File: config.mk
export PLATFORM = sky130hd
export DESIGN_NAME = screen_ram_loader
export DESIGN_NICKNAME = d
export VERILOG_FILES = /design/src/rtl/screen_ram_loader.sv
export SDC_FILE = /design/constraint.sdc
export NUM_CORES = 1
export LEC_CHECK = 0
export ABC_AREA = 1
export CAP_MARGIN = 20
export CORE_UTILIZATION = 51
export DETAILED_ROUTE_END_ITERATION = 6
export PLACE_DENSITY_LB_ADDON = 0.2
export SLEW_MARGIN = 20
export SYNTH_ARGS = -nofsm -noshare
export SYNTH_HDL_FRONTEND = slang
export SYNTH_SLANG_ARGS = --single-unit
File: constraint.sdc
create_clock -name clk -period 2.6 [get_ports clk]
set_input_delay 0.39 -clock clk [delete_from_list [all_inputs] [get_ports clk]]
set_output_delay 0.39 -clock clk [all_outputs]
set_load 0.1 [all_outputs]
File: src/rtl/screen_ram_loader.sv
// Screen RAM initialiser: streams WORDS words from the screen-init ROM into screen RAM,
// advancing only on cycles where the shared RAM port is granted by the arbiter.
module screen_ram_loader #(
   parameter int ADDR_W = 11,
   parameter int DATA_W = 8,
   parameter int WORDS  = 2048,
   parameter int BASE   = 0
) (
   input  logic              clk,
   input  logic              reset,
   input  logic              start,
   input  logic              grant,
   output logic              req,
   output logic [ADDR_W-1:0] rom_addr,
   output logic              rom_n_cs,
   input  logic [DATA_W-1:0] rom_q,
   output logic [ADDR_W-1:0] ram_addr,
   output logic [DATA_W-1:0] ram_data,
   output logic              ram_we,
   output logic              busy,
   output logic              done
);

   typedef enum logic [1:0] {IDLE, RUN, DONE} state_t;

   localparam logic [ADDR_W:0]   WordCount = (ADDR_W+1)'(WORDS);
   localparam logic [ADDR_W:0]   LastWord  = (ADDR_W+1)'(WORDS - 1);
   localparam logic [ADDR_W:0]   PtrOne    = (ADDR_W+1)'(1);
   localparam logic [ADDR_W-1:0] BaseAddr  = ADDR_W'(BASE);

   state_t            state_q, state_d;
   logic [ADDR_W:0]   rdPtr_q, rdPtr_d;
   logic [ADDR_W:0]   wrPtr_q, wrPtr_d;
   logic              v_q, v_d;
   logic              granted;
   logic              doWrite;
   logic              doRead;

   // A granted RUN cycle both writes the word already sitting in rom_q and fetches the next one.
   assign granted = (state_q == RUN) && grant && !reset;
   assign doWrite = granted && v_q;
   assign doRead  = granted && (rdPtr_q < WordCount);

   assign req      = (state_q == RUN);
   assign busy     = (state_q != IDLE);
   assign done     = (state_q == DONE);
   assign rom_n_cs = !doRead;
   assign rom_addr = rdPtr_q[ADDR_W-1:0];
   assign ram_we   = doWrite;
   assign ram_addr = BaseAddr + wrPtr_q[ADDR_W-1:0];
   assign ram_data = rom_q;

   always_comb begin
      state_d = state_q;
      rdPtr_d = rdPtr_q;
      wrPtr_d = wrPtr_q;
      v_d     = v_q;
      case (state_q)
         IDLE: begin
            if (start) begin
               state_d = RUN;
               rdPtr_d = '0;
               wrPtr_d = '0;
               v_d     = 1'b0;
            end
         end
         RUN: begin
            if (doWrite) begin
               wrPtr_d = wrPtr_q + PtrOne;
            end
            if (doRead) begin
               rdPtr_d = rdPtr_q + PtrOne;
            end
            // A fresh read always leaves a word pending, even when a write drained the old one.
            if (doRead) begin
               v_d = 1'b1;
            end else if (doWrite) begin
               v_d = 1'b0;
            end
            if (doWrite && (wrPtr_q == LastWord)) begin
               state_d = DONE;
            end
         end
         DONE: begin
            state_d = IDLE;
         end
         default: begin
            state_d = IDLE;
         end
      endcase
   end

   always_ff @(posedge clk) begin
      if (reset) begin
         state_q <= IDLE;
         rdPtr_q <= '0;
         wrPtr_q <= '0;
         v_q     <= 1'b0;
      end else begin
         state_q <= state_d;
         rdPtr_q <= rdPtr_d;
         wrPtr_q <= wrPtr_d;
         v_q     <= v_d;
      end
   end

endmodule
### Yosys cells after proc, flatten, opt, wreduce, memory -nomap -nowiden

Cells that the tools add are included.

* eq/ne operators: 8
* shift operators: 0
* divide/modulo/power cells: 0
* $add $sub $neg: 2
* muxes and demuxes: 12
* bitwise gates (word level): 0
* $lt $le $gt $ge: 1
* multiply operators: 0
* reductions and logical operators: 14

Operators by type and width (count)
* $pmux 12 s2: 2
* $mux 12: 3
* $add 12x1->12 const B: 2
* $eq 12x11->1 const B: 1
* $lt 12x12->1 const B: 1
* $reduce_and 3->1: 3
* $ne 2x1->1 const B: 3
* $logic_and 1x1->1: 5
* $mux 2: 2
* $pmux 2 s2: 1
* $reduce_bool 2->1: 2
* $mux 1: 3
* $ne 3x1->1 const B: 1
* $eq 2x1->1 const B: 1
* $eq 2x2->1 const B: 1
* $logic_not 1->1: 2
* $logic_not 2->1: 1
* $ne 2x2->1 const B: 1
* $pmux 1 s2: 1
* $reduce_and 2->1: 1

* bits of input ports: 12
* register bits: 27
* memory bits (writable): 0
* ROM bits: 0
* memories: 0
* latch bits: 0
* logic and storage cells: 41

### Logic depth before layout (Yosys ltp)

Gate-level depths: netlist of run 1.

* depth after elaboration: 7
* mapped depth: 9

### Worst setup path before layout of run 1

OpenSTA, ideal clock, no wires.

* path type: register to output
* start point: reg state_q[1]
* end point: out done
* data required time: 2.210 ns
* arrival: 1.737 ns
* slack: 0.473 ns
* stages on the path, launching flop included: 3
* path through: dfxtp_1 inv_1 nor2_1

* word-level cells in the longest chain between the ends: 1

RTL lines
* from (decl): line 31 `state_t state_q, state_d;`
* from (signal assigned): line 100 `state_q <= state_d;`
* $eq 2x2->1: line 46 `assign done = (state_q == DONE);`
* to (decl): line 21 `output logic done`

Every way passes these cells.

### Worst setup path after layout of run 1

* start point: in reset
* end point: out ram_we

* word-level cells in the longest chain between the ends: 3

RTL lines
* from (decl): line 10 `input logic reset,`
* $logic_not 1->1: line 40 `assign granted = (state_q == RUN) && grant && !reset;`
* $logic_and 1x1->1: line 40
* $logic_and 1x1->1: line 41 `assign doWrite = granted && v_q;`
* to (decl): line 19 `output logic ram_we,`

Every way passes these cells.

==> results.sh, run 1 <==
export IMPL_status="finished, final reports clean"
export IMPL_die_h_um=58.71
export IMPL_seq_power_share_pct=54.0
export IMPL_synth_top_cell_area_share_pct=32.95
export IMPL_layout_worst_path_cycle_share_pct=75.91
export IMPL_gp_congestion=0.8318
export IMPL_cts_resized=0
export IMPL_setup_viol=0
export IMPL_synth_edff_count=0
export IMPL_fin_worst_skew_ps=11.73
export IMPL_drt_iter0_markers=65
export IMPL_yosys_top_cells_area="dfxtp_1 (33%), buf_4 (14%), nand2_1 (11%)"
export IMPL_rr_endpoint="state_q[0]$_SDFFE_PP0P_"
export IMPL_ys_ff_latch=27
export IMPL_synth_most_common_cell="nand2_1"
export IMPL_hold_buffers=0
export IMPL_drc=0
export IMPL_cts_setup_buffers=0
export IMPL_rr_worst_depth=8
export IMPL_worst_r2r_setup_slack_ps=950
export IMPL_drv_cap=0
export IMPL_viasPerCell=4.808
export IMPL_rsz0062_at_grt="false"
export IMPL_crit_chain="clkdlybuf4s50_1, nor2_4, nand3_4, inv_1, buf_12"
export IMPL_root_buffer="clkbuf_4"
export IMPL_synth_ff_type="dfxtp_1"
export IMPL_fillers=339
export IMPL_cts_num_sinks=27
export IMPL_cp_max_fo=7
export IMPL_yosysWarnings=0
export IMPL_critPathLaunch="reset"
export IMPL_syn_area_per_cell_um2=7.010
export IMPL_switching_share_pct=34.46
export IMPL_syn_cell_area_um2=1640
export IMPL_whs_ps=499.7
export IMPL_drive_gt1_share_pct=18.99
export IMPL_slew_headroom_pct=72.44
export IMPL_clkPwrFrac_pct=23.1
export IMPL_portBuffers=30
export IMPL_syn2layout_area_growth_pct=6.255
export IMPL_grt_pass1_vias=1211
export IMPL_path_buf_inv=3
export IMPL_coreArea_um2=3053
export IMPL_p_int_mw=0.5242
export IMPL_endpoint_kind="output port"
export IMPL_yosysTopAreaCell="dfxtp_1"
export IMPL_grt_max_degree=15
export IMPL_clk_latency_ps=330
export IMPL_syn_inst=234
export IMPL_async_flop_share_pct=0
export IMPL_grt_antenna_before_repair=0
export IMPL_hpwl_um=2256
export IMPL_rows=20
export IMPL_p_sw_mw=0.2756
export IMPL_required_ps=2210
export IMPL_fin_nets=252
export IMPL_via_count=1351
export IMPL_setup_tns_ps=0
export IMPL_critPathTopFamily="buffers and inverters"
export IMPL_grt_use_total_pct=18.63
export IMPL_cpMaxStageDelayCell="clkdlybuf4s50_1"
export IMPL_powerDensity_nw_per_um2=458.9
export IMPL_max_freq_ghz=0.5067
export IMPL_post_drt_wl_per_cell_um=10.34
export IMPL_p_comb_share_pct=22.9
export IMPL_worstSetupPathType="primary input to output port"
export IMPL_worstPathArrival_ps=1580
export IMPL_grt_overflow=0
export IMPL_cts_htree_levels=1
export IMPL_clockBufferDepth=2
export IMPL_grt_pass1_wl_um=5002
export IMPL_max_slew_worst_pin_slew_ps=412.6
export IMPL_ys_top_cells_by_count="nand2_1 (47), nor2_1 (34), buf_4 (30), inv_1 (30), dfxtp_1 (27)"
export IMPL_fin_crit_ps=1974
export IMPL_crit_path_max_incr_delay_ps=540
export IMPL_p_leak_nw=0.7836
export IMPL_syn_num_nets=248
export IMPL_ys_seq_area_share_pct=32.95
export IMPL_routed_wl_um=2906
export IMPL_cts_clk_slew_worst_paths_ps=150
export IMPL_yosysUniqueCellTypes=30
export IMPL_die_area_um2=3447
export IMPL_ir_drop_v=0.0003844
export IMPL_hold_depth=2
export IMPL_cts_buffers=3
export IMPL_min_from="wrPtr_q[1]$_SDFFE_PP0P_"
export IMPL_antenna_cells=0
export IMPL_ant_nets=0
export IMPL_hold_viol_final=0
export IMPL_cts_tree="done"
export IMPL_die_width_um=58.71
export IMPL_first_pass_iters=4
export IMPL_hold_class="register to register"
export IMPL_initial_core_util_pct=53.73
export IMPL_finalMaxSlewViolations=0
export IMPL_io_pins=47
export IMPL_reg2reg_from="wrPtr_q[0]$_SDFFE_PP0P_"
export IMPL_hold_end="wrPtr_q[1]$_SDFFE_PP0P_"
export IMPL_start_kind="primary input"
==> area by class of cell <==
cell class | count | area [um2] | share of cell area (%)
Multi-Input combinational cell | 142 | 732.0 | 42.00
Timing Repair Buffer | 30 | 257.7 | 14.79
Clock buffer | 4 | 26.28 | 1.508
Inverter | 34 | 131.4 | 7.538
Tap cell | 44 | 55.05 | 3.159
Sequential cell | 27 | 540.5 | 31.01
==> metrics by stage <==
stage                     util (%)  instances  power, mW  area (um2)  setup slack [ps]
after floorplan                  -        234     0.6531        1640             473.0
after CTS                    57.09        281     0.8088        1743             615.8
after detailed placement     56.23        277     0.6254        1717             616.3
final                        57.09        281     0.7998        1743             626.3
after global routing         57.09        281     0.8389        1743             565.1
after global placement       56.23        277     0.6245        1717             609.4
==> worst max path at each step <==
| stage | endpoint | cells past startpoint | slack [ps] |
|---|---|---|---|
| floorplan | done | 2 | 470 |
| global placement | ram_we | 5 | 610 |
| detailed placement | ram_we | 5 | 620 |
| CTS | ram_we | 5 | 620 |
| global route | ram_we | 5 | 570 |
| finish | ram_we | 5 | 630 |
==> worst min-delay path, cell delays in order (launching register included) <==
cell and delay (ps):
dfxtp_1 370, nand2_1 70, nand2_1 40
==> cells by family after synthesis <==
group,after synthesis,share of synthesized area [%]
fa+ha+maj,2,1.525
flops,27,32.95
simple gates,109,32.49
buf+inv,65,22.43
compound gates,29,9.535
xor+xnor,2,1.068
==> routing by layer <==
metal / track usage, % / vias to the layer above / wire length (um) / part of all wire [%]
met5: 0 / - / 0 / 0
li1: - / 709 / - / -
met3: 4.835 / 4 / 112 / 3.9
met4: 6.463 / 0 / 53 / 1.8
met1: 22.02 / 605 / 1373 / 47
met2: 32.68 / 33 / 1366 / 47
==> flip-flops by register name, summed over array words and instances (netlist names) <==
signal / cells
v_q: 1
wrPtr_q: 12
state_q: 2
rdPtr_q: 12
==> power groups by stage <==
stage	logic [mW]	registers [mW]	clock network [mW]
2_1_floorplan	0.214	0.439	0
3_3_place_gp	0.184	0.441	0
3_5_place_dp	0.185	0.441	0
4_1_cts	0.185	0.432	0.192
5_1_grt	0.195	0.434	0.210
6_report	0.183	0.432	0.185
==> layout by cell type (no fill, tap or decap), types with 2 or more instances in the layout <==
master / count
nand2_1: 47
nor2_1: 34
inv_1: 30
dfxtp_1: 27
buf_4: 25
nand3_1: 13
a21oi_1: 12
o21ai_0: 12
clkbuf_4: 3
clkdlybuf4s50_1: 3
inv_2: 2
nand3_4: 2
nand2_2: 2
nand2_4: 2
nand4_1: 2
o21bai_1: 2
ha_1: 2
buf_12: 2
No activity file was read; power rests on OpenSTA's default activity.
==> run 2: changes to the inputs <==
- CORE_UTILIZATION: 51 -> 47
- clock period: 2.6 -> 1.9 ns (I/O delays scaled with it)
==> run 2 against run 1 <==
Critical path depth is the same; first-iteration DRC count grew 17%; combinational power grew 49%; core utilization shrank 2.9 points; via count grew 1.4%; largest cell class unchanged.
==> results.sh, run 2 (synthesis gave the netlist of run 1 again) <==
export IMPL_die_area_um2=3730
export IMPL_via_count=1370
export IMPL_viasPerCell=4.790
export IMPL_drc=0
export IMPL_cts_setup_buffers=0
export IMPL_portBuffers=30
export IMPL_hold_viol_final=0
export IMPL_grt_overflow=0
export IMPL_io_pins=47
export IMPL_required_ps=1620
export IMPL_layout_worst_path_cycle_share_pct=92.56
export IMPL_clockBufferDepth=2
export IMPL_hpwl_um=2352
export IMPL_endpoint_kind="output port"
export IMPL_cts_num_sinks=27
export IMPL_grt_antenna_before_repair=0
export IMPL_multi_input_area_um2=734.5
export IMPL_die_width_um=61.08
export IMPL_hold_buffers=0
export IMPL_final_area_um2=1808
export IMPL_ant_nets=0
export IMPL_grt_pass1_vias=1234
export IMPL_coreArea_um2=3337
export IMPL_powerDensity_nw_per_um2=617.7
export IMPL_hold_depth=2
export IMPL_finalMaxSlewViolations=0
export IMPL_start_kind="register"
export IMPL_final_common_cell="nand2_1"
export IMPL_final_cell_mix="nand2_1 (47), nor2_1 (33), inv_1 (30)"
export IMPL_fin_nets=255
export IMPL_rows=21
export IMPL_cp_max_fo=8
export IMPL_max_slew_worst_pin_slew_ps=437.3
export IMPL_slew_headroom_pct=70.78
export IMPL_drive_gt1_share_pct=20.42
export IMPL_fin_crit_ps=1759
export IMPL_syn2layout_area_growth_pct=10.22
export IMPL_setup_viol=0
export IMPL_die_h_um=61.08
export IMPL_worstPathArrival_ps=1470
export IMPL_grt_max_degree=15
export IMPL_whs_ps=504.5
export IMPL_clk_latency_ps=330
export IMPL_grt_use_total_pct=18.78
export IMPL_rsz0062_at_grt="false"
export IMPL_initial_core_util_pct=49.16
export IMPL_cts_htree_levels=1
export IMPL_grt_pass1_wl_um=5230
export IMPL_cts_resized=0
export IMPL_top_regs="rdPtr_q (12), wrPtr_q (12), state_q (2)"
export IMPL_drt_iter0_markers=76
export IMPL_fin_cells=286
export IMPL_drv_cap=0
export IMPL_first_pass_iters=4
export IMPL_fin_worst_skew_ps=4.274
export IMPL_fillers=362
export IMPL_rr_worst_depth=8
export IMPL_routed_wl_um=3010
export IMPL_placed_cells=282
export IMPL_cts_clk_slew_worst_paths_ps=150
export IMPL_cts_buffers=3
export IMPL_p_leak_nw=0.8076
export IMPL_setup_tns_ps=0
export IMPL_status="finished, final reports clean"
export IMPL_placed_area_um2=1782
export IMPL_regArea_um2=540.5
export IMPL_ir_drop_v=0.0004055
export IMPL_root_buffer="clkbuf_4"
export IMPL_worstSetupPathType="register to output port"
export IMPL_gp_congestion=0.8603
export IMPL_hold_class="register to register"
export IMPL_cts_tree="done"
export IMPL_antenna_cells=0
export IMPL_post_drt_wl_per_cell_um=10.52
export IMPL_max_freq_ghz=0.5686
[run 2: cell types whose count changed in the layout (fill, tap and decap cells not counted)]
cell and delta:
buf_12 +3, nor2_2 +1, nor2_1 -1
[run 2: stage by stage]
stage / power, mW / setup slack, ps / utilization [%]
final: 1.117 / 141.4 / 54.18
after global routing: 1.185 / 44.06 / 54.18
after CTS: 1.137 / 116.1 / 54.18
after detailed placement: 0.8772 / 179.4 / 53.39
after global placement: 0.8760 / 200.4 / 53.39
after floorplan: 0.8941 / 0.7344 / -
[run 2: where the power goes]
group	leakage (nW)	total (mW)	internal (mW)	switching, mW
Clock	0.0150	0.254	0.0823	0.171
Sequential	0.218	0.591	0.579	0.0127
Combinational	0.574	0.272	0.0734	0.198
[run 2: worst paths after layout]
check	start	endpoint	slack, ps
max	state_q[0]$_SDFFE_PP0P_	ram_we	140
min	wrPtr_q[1]$_SDFFE_PP0P_	wrPtr_q[1]$_SDFFE_PP0P_	500
max reg2reg	wrPtr_q[1]$_SDFFE_PP0P_	state_q[0]$_SDFFE_PP0P_	310
min reg2reg	wrPtr_q[1]$_SDFFE_PP0P_	wrPtr_q[1]$_SDFFE_PP0P_	500
[run 2: cell type report]
class | count | share of cell area (%)
Clock buffer | 4 | 1.453
Inverter | 34 | 7.266
Multi-Input combinational cell | 142 | 40.62
Sequential cell | 27 | 29.90
Tap cell | 46 | 3.183
Timing Repair Buffer | 33 | 17.58
[run 2: layer usage]
metal,routed length [um],part of all wire (%),vias to the layer above,track usage (%)
met5,0,0,-,0
met4,45,1.5,0,6.169
met3,122,4.1,4,4.622
met2,1465,49,30,32.45
met1,1377,46,622,22.81
li1,-,-,714,-
[run 2: critical path, cell delays in order (launching register included)]
cell and delay (ps):
dfxtp_1 400, inv_2 80, nor2_8 190, nand3_4 130
inv_1 150, buf_12 190
